==> src/rtl/state_countdown.sv <==
// MM:SS BCD countdown stage: loads programmed digits on state entry, steps once per second, pause/resume.
// Optional COUNTDOWN_ALARM_BLINK_EN makes the alarm blink at 1 Hz after finishing instead of holding steady.
module state_countdown #(
    parameter logic [2:0] stateID       = 3'd2,
    parameter int         TICKS_PER_SEC = 50000000
) (
    input  logic        clk,
    input  logic        rst,
    input  logic [2:0]  currentState,
    input  logic [15:0] digitsIn,
    input  logic        pause,
    output logic [15:0] digitsOut,
    output logic        running,
    output logic        finished,
    output logic        alarm
);

    localparam int             PW        = (TICKS_PER_SEC > 2) ? $clog2(TICKS_PER_SEC) : 1;
    localparam logic [PW-1:0]  PRESC_MAX = PW'(TICKS_PER_SEC - 1);

    logic [2:0]    prev_state_r;
    logic [15:0]   digits_r;
    logic [PW-1:0] presc_r;
    logic          paused_r;
    logic          finished_r;

    logic          active_s;
    logic          entry_s;
    logic          count_en_s;
    logic          step_s;
    logic          zero_fin_s;
    logic          finish_set_s;
    logic [15:0]   dec_s;
    logic [15:0]   load_s;

    function automatic logic [3:0] clamp_digit(input logic [3:0] d, input logic [3:0] lim);
        return (d > lim) ? lim : d;
    endfunction

    function automatic logic [15:0] clamp_bcd(input logic [15:0] d);
        return {clamp_digit(d[15:12], 4'd9), clamp_digit(d[11:8], 4'd9),
                clamp_digit(d[7:4], 4'd5),   clamp_digit(d[3:0], 4'd9)};
    endfunction

    // Only meaningful for a non-zero input; 00:00 is never stepped.
    function automatic logic [15:0] bcd_dec(input logic [15:0] d);
        logic [3:0] m1;
        logic [3:0] m0;
        logic [3:0] s1;
        logic [3:0] s0;
        m1 = d[15:12];
        m0 = d[11:8];
        s1 = d[7:4];
        s0 = d[3:0];
        if (s0 != 4'd0) begin
            s0 = s0 - 4'd1;
        end else begin
            s0 = 4'd9;
            if (s1 != 4'd0) begin
                s1 = s1 - 4'd1;
            end else begin
                s1 = 4'd5;
                if (m0 != 4'd0) begin
                    m0 = m0 - 4'd1;
                end else begin
                    m0 = 4'd9;
                    m1 = m1 - 4'd1;
                end
            end
        end
        return {m1, m0, s1, s0};
    endfunction

    // Entry detection, prescaler enable and step/finish decisions.
    always_comb begin
        active_s     = (currentState == stateID);
        entry_s      = active_s && (prev_state_r != stateID);
        load_s       = clamp_bcd(digitsIn);
        dec_s        = bcd_dec(digits_r);
        count_en_s   = active_s && !entry_s && !paused_r && !finished_r && (digits_r != 16'h0000);
        zero_fin_s   = active_s && !entry_s && !finished_r && (digits_r == 16'h0000);
        step_s       = count_en_s && (presc_r == PRESC_MAX);
        finish_set_s = zero_fin_s || (step_s && (dec_s == 16'h0000));
    end

    // Countdown state: digits, prescaler, pause toggle, sticky finish.
    always_ff @(posedge clk or posedge rst) begin
        if (rst) begin
            prev_state_r <= 3'd0;
            digits_r     <= 16'h0000;
            presc_r      <= PW'(0);
            paused_r     <= 1'b0;
            finished_r   <= 1'b0;
        end else begin
            prev_state_r <= currentState;
            if (entry_s) begin
                digits_r   <= load_s;
                presc_r    <= PW'(0);
                paused_r   <= 1'b0;
                finished_r <= 1'b0;
            end else begin
                if (step_s) begin
                    digits_r <= dec_s;
                end
                if (count_en_s) begin
                    presc_r <= step_s ? PW'(0) : (presc_r + PW'(1));
                end
                if (active_s && !finished_r && pause) begin
                    paused_r <= ~paused_r;
                end
                if (finish_set_s) begin
                    finished_r <= 1'b1;
                end
            end
        end
    end

    assign digitsOut = digits_r;
    assign finished  = finished_r;
    // The entry cycle is excluded: nothing counts until the load edge.
    assign running   = active_s && !entry_s && !paused_r && !finished_r;

`ifdef COUNTDOWN_ALARM_BLINK_EN
    localparam logic [PW-1:0] HALF_SEC = PW'(TICKS_PER_SEC / 2);

    logic [PW-1:0] blink_cnt_r;
    logic [PW-1:0] blink_nxt_s;
    logic          alarm_r;

    // Next phase of the 1 Hz blink counter.
    always_comb begin
        if (blink_cnt_r == PRESC_MAX) begin
            blink_nxt_s = PW'(0);
        end else begin
            blink_nxt_s = blink_cnt_r + PW'(1);
        end
    end

    // Blink starts high on the finishing edge and runs while finished.
    always_ff @(posedge clk or posedge rst) begin
        if (rst) begin
            blink_cnt_r <= PW'(0);
            alarm_r     <= 1'b0;
        end else if (entry_s) begin
            blink_cnt_r <= PW'(0);
            alarm_r     <= 1'b0;
        end else if (finish_set_s) begin
            blink_cnt_r <= PW'(0);
            alarm_r     <= 1'b1;
        end else if (finished_r) begin
            blink_cnt_r <= blink_nxt_s;
            alarm_r     <= (blink_nxt_s < HALF_SEC);
        end else begin
            blink_cnt_r <= PW'(0);
            alarm_r     <= 1'b0;
        end
    end

    assign alarm = alarm_r;
`else
    assign alarm = finished_r;
`endif

endmodule

==> config.mk <==
export PLATFORM = sky130hd
export DESIGN_NAME = state_countdown
export DESIGN_NICKNAME = d
export VERILOG_FILES = /design/src/rtl/state_countdown.sv
export SDC_FILE = /design/constraint.sdc
export NUM_CORES = 1
export LEC_CHECK = 0
export ABC_AREA = 1
export CAP_MARGIN = 20
export CORE_MARGIN = 3
export CORE_UTILIZATION = 40
export CTS_CLUSTER_DIAMETER = 80
export CTS_CLUSTER_SIZE = 28
export DETAILED_ROUTE_END_ITERATION = 8
export DONT_BUFFER_PORTS = 1
export PLACE_DENSITY = 0.61
export SYNTH_ARGS = -nofsm -noshare
export SYNTH_HDL_FRONTEND = slang
export SYNTH_SLANG_ARGS = --single-unit
==> constraint.sdc <==
create_clock -name clk -period 3.21 [get_ports clk]
set_clock_uncertainty 0.15 [all_clocks]
set_input_delay 0.4815 -clock clk [delete_from_list [all_inputs] [get_ports clk]]
set_output_delay 0.4815 -clock clk [all_outputs]
set_load 0.05 [all_outputs]
# Yosys cells after proc, flatten, opt, wreduce, memory -nomap -nowiden
# Index checks and enable logic that the tools add are counted.
# word_totals
regBits	47
out_inout_bits	19
input_bits	22
elab_cells	65
# classes
bitwise	1
muxes	22
reduce_logical	25
order_cmp	4
n_addsub	5
n_eq_ne	3
# ops
op	count
26-bit two-way mux	3
4-bit two-way mux	13
16-bit logical NOT	2
16-bit two-way mux	2
26-bit by 1-bit adder with 26-bit output, second input constant	1
26-bit == test, second input constant	1
16-bit nonzero test	1
4-bit by 1-bit subtractor with 4-bit output, second input constant	4
4-bit greater-than comparator, second input constant	3
4-bit nonzero test	3
1-bit logical AND	11
2-bit nonzero test	4
4-bit by 3-bit greater-than comparator with 1-bit output, second input constant	1
1-bit two-way mux	4
3-bit by 2-bit == test with 1-bit output, second input constant	1
1-bit logical NOT	3
3-bit by 2-bit inequality test with 1-bit output, second input constant	1
1-bit logical OR	1
1-bit NOT	1

# Depth between registers and ports, before layout
# logic_depth
depth_word	12
depth_mapped	12
ltp_nobuf	12

# Worst setup path after synthesis
# No wires, ideal clock.
# synth_path
path_type	register to register
startpoint	reg digits_r[12] (netlist: digitsOut[12])
endpoint	reg digits_r[5] (netlist: digitsOut[5])
stages_incl_launch_ff	13
synth_period_minus_slack_ps	2277
setup_slack_ps	933
arrival_time_ps	2008
setup_ps	120
t_required_ps	2940
path_buffers	1
cell_sequence	dfrtp_1 inv_1 ha_1 nor3b_2 nand2_1 nor2_4 nor2_4 nand2_4 nand2_4 clkinv_2 buf_6 nand2_1 nand2_1
# synth_via
elab_chain_cells	4
# synth_lines
element	line_no	rtl
start, declared	22	logic [15:0] digits_r;
start signal, assigned	97	digits_r <= load_s;
start signal, assigned	103	digits_r <= dec_s;
16-bit nonzero test	80	count_en_s = active_s && !entry_s && !paused_r && !finished_r && (digits_r != 16'h0000);
1-bit logical AND	80	
1-bit logical AND	82	step_s = count_en_s && (presc_r == PRESC_MAX);
2-bit nonzero test (no source line)	--	
# No other way between the ends.
# A chain may end at the register's enable or synchronous reset.

# Worst setup path in the final report
# layout_path
startpoint	reg digits_r[4] (netlist: digitsOut[4])
endpoint	reg presc_r[4]
# layout_via
elab_chain_cells	6
elab_cells_between_ends	7
cone_classes	3 x mux; 4 x reduce/logical
# layout_lines
element	line_no	rtl
16-bit nonzero test *	80	
1-bit logical AND *	80	
1-bit logical AND	82	
26-bit two-way mux	106	presc_r <= step_s ? PW'(0) : (presc_r + PW'(1));
26-bit two-way mux	105	if (count_en_s) begin
26-bit two-way mux	96	if (entry_s) begin
end signal, assigned	106	
end, declared	23	logic [PW-1:0] presc_r;
# Mark *: on every way between the ends. The rest lies on a longest branch, timed or not. The select of a mux whose other input is x is not followed.

==> summary.txt <==
Run status
  • Status: complete, no violations

Clock network
  • Clock Pin Slew Worst Setup and Hold Paths: 0.10 ns
  • H-tree depth: 2
  • Worst-Skew Late Latency: 0.30 ns
  • TritonCTS buffer count: 5
  • CTS max path bufs: 2
  • CTS tree: done
  • Sink Count: 47
  • CTS Root Cell: clkbuf_8

Worst setup path
  • Worst Path Required: 3.23 ns
  • Critical Setup Path Class: reg2reg
  • R2r setup slk: 0.59 ns
  • CP peak stage delay: 0.70 ns
  • Crit path capture type: flip-flop
  • Slowest CP cell: dfrtp_1
  • Critical path data arrival time: 2.64 ns
  • Most numerous cell on the critical path: nand2_4
  • Crit-path cells: nor2_2 > nand2_2 > inv_1 > nand2_4 > nor2_4 > nor2_4 > nand2_4 > nand2_4 > clkinv_2 > o21ai_0 > a21oi_1
  • CP bufs+invs: 2
  • Top Family by Delay on Critical Path: simple AND/OR/NAND/NOR gates
  • Startpoint Class: flip-flop
  • Worst Path Max Fanout: 34

STA
  • Final Max Tran Viols: 0
  • Period utilization: 81.6%
  • Worst Hold Margin: 0.0486 ns
  • Setup violations, final: 0
  • Crit path time final: 2.62 ns
  • Slew headroom: 59.6%
  • RSZ-0062 raised after global routing: no
  • Slew at the pin with the worst max-slew slack: 0.606 ns
  • FMAX: 0.382 GHz
  • Setup tns final: 0 ns
  • Final Hold Vio Count: 0
  • Setup slack after layout: 0.590 ns

Global routing
  • Number of global-route vias before repair: 2835
  • Largest net degree at the start of global routing: 48
  • Initial antenna violation count: 0
  • Gr ovfl total: 0
  • GRT Total Usage: 17.8%
  • First-pass GRT wire length: 13000 µm

Logic synthesis
  • Mapped cell area: 0.00318 mm²
  • Most frequent cell after synthesis: nand2_1
  • Post-synthesis sequential area ratio: 37.0%
  • Syn_nets: 477
  • Synth Flop Type: dfrtp_1
  • Largest area contributor in the netlist: dfrtp_1
  • Mapped Avg Cell Area: 7.03 µm²
  • Synth cell types: 37
  • Synth Register Bits: 47
  • Synth top area share: 37.0%
  • Warnings from Yosys: 0
  • Most instantiated cells after synthesis: nand2_1 (97), inv_1 (60), nor2_1 (60), dfrtp_1 (47), nand3_1 (34)
  • Area contributors post-synth: dfrtp_1 (37%), nand2_1 (11%), inv_1 (7.1%)
  • Synth Instances: 452
  • Share of flip-flops with an asynchronous set or reset: 100%
  • Post-synth EDFFs: 0

Placed design
  • Placed Area: 0.00331 mm²
  • Setup WS pre-CTS: 0.547 ns
  • Count of input and output buffers: 0
  • Global placer's final weighted congestion: 0.864
  • Placed Cells: 552
  • Final HPWL DP: 5540 µm

Floorplan
  • Core area: 0.00749 mm²
  • Initial core utilization: 42.5%
  • # rows: 31
  • Die height: 95.1 µm
  • Io pins: 41
  • Die X: 95.1 µm
  • Die area: 0.00905 mm²

Run
  • Max-cap viol count: 0

Power
  • Leak: 1.60 nW
  • Internal power: 1.04 mW
  • Combinational Power Share: 36.8%
  • Sw frac: 46.2%
  • Seq pwr share: 44.1%
  • Worst vdd ir: 0.386 mV
  • PwrDens: 562 mW/mm²
  • Power Total: 1.93 mW
  • NetSw: 0.891 mW
  • Clock group share of total power: 19.1%

Finish
  • Post-Layout Cell Count: 562
  • Ratio of cells with drive above 1 in the final layout: 12.3%
  • Final Cell Area: 0.00343 mm²
  • Ant. Diodes: 0
  • Nets: 487
  • Final core utilization: 45.8%
  • Synth-to-layout area growth: 7.87%

Drt
  • Average wire per standard cell: 13.3 µm
  • 1st-iter DRT viols: 116
  • DR vias/cell: 5.07
  • Iteration count of the initial detailed-routing pass: 4
  • DRT Wirelength: 7470 µm
  • DRC: 0
  • Via count: 2847
  • Post-route ant nets: 0

Worst hold path
  • Hold Path Class: in2reg
[power groups by stage]
stage | Sequential (mW) | Combinational [mW] | Clock [mW]
6_report | 0.851 | 0.709 | 0.369
5_1_grt | 0.866 | 0.791 | 0.404
4_1_cts | 0.851 | 0.710 | 0.375
3_5_place_dp | 0.863 | 0.708 | 0
3_3_place_gp | 0.862 | 0.704 | 0
2_1_floorplan | 1.00 | 0.392 | 0
[state kept, by name (all words and copies together), names as in the netlist]
name and count:
alarm 1, presc_r 26, paused_r 1, prev_state_r 3
digitsOut 16
[routing by layer]
metal / part of all wire, % / GRT usage [%] / vias up
li1: - / - / 1490
met1: 45 / 23.1 / 1291
met2: 49 / 30.6 / 61
met3: 4.6 / 3.55 / 5
met4: 0.99 / 4.09 / 0
met5: 0 / 0 / -
[layout make-up]
type / count / area, µm²
clock buffer: 5 / 68.8
clock inverter: 3 / 18.8
fill: 759 / 4060
inverter: 68 / 259
multi-input combinational: 326 / 1660
sequential: 47 / 1180
tap: 99 / 124
timing repair buffer: 14 / 120
[path summary, 6_finish.rpt]
check,startpoint,endpoint,depth (start not counted)
setup / recovery,digitsOut[4],presc_r[4],11
hold / removal,currentState[1],prev_state_r[1],0
setup reg to reg,digitsOut[4],presc_r[4],11
hold reg to reg,paused_r,paused_r,2
max in group asynchronous,rst,digitsOut[9],3
min in group asynchronous,rst,presc_r[18],2
[cell families after synthesis]
group / Yosys count / share of synthesized area, %
simple gates: 254 / 38.1
compound gates: 63 / 11.3
fa+ha+maj: 3 / 1.18
xor+xnor: 6 / 1.65
buf+inv: 79 / 10.7
flops: 47 / 37.0
[timing repair]
action                    in CTS  in global routing
hold endpoints to repair       0                 20
gates resized for setup        0                  0
buffers inserted               0                  0
hold buffers                   0                  1
[cell usage in the layout (no fill, tap or decap), types with 5 or more instances in the layout]
cell type,netlist,routed
nand2_1,97,97
nor2_1,60,60
inv_1,60,59
dfrtp_1,47,47
nand3_1,34,34
nor3_1,23,23
o21ai_0,23,23
nand4_1,15,15
o21ai_1,13,13
buf_4,2,12
a21oi_1,10,10
inv_2,6,7
xor2_1,6,6
nand2_2,5,5
nor2_4,5,5
clkbuf_8,0,5
Note: power is estimated with default switching activity, not from simulation.
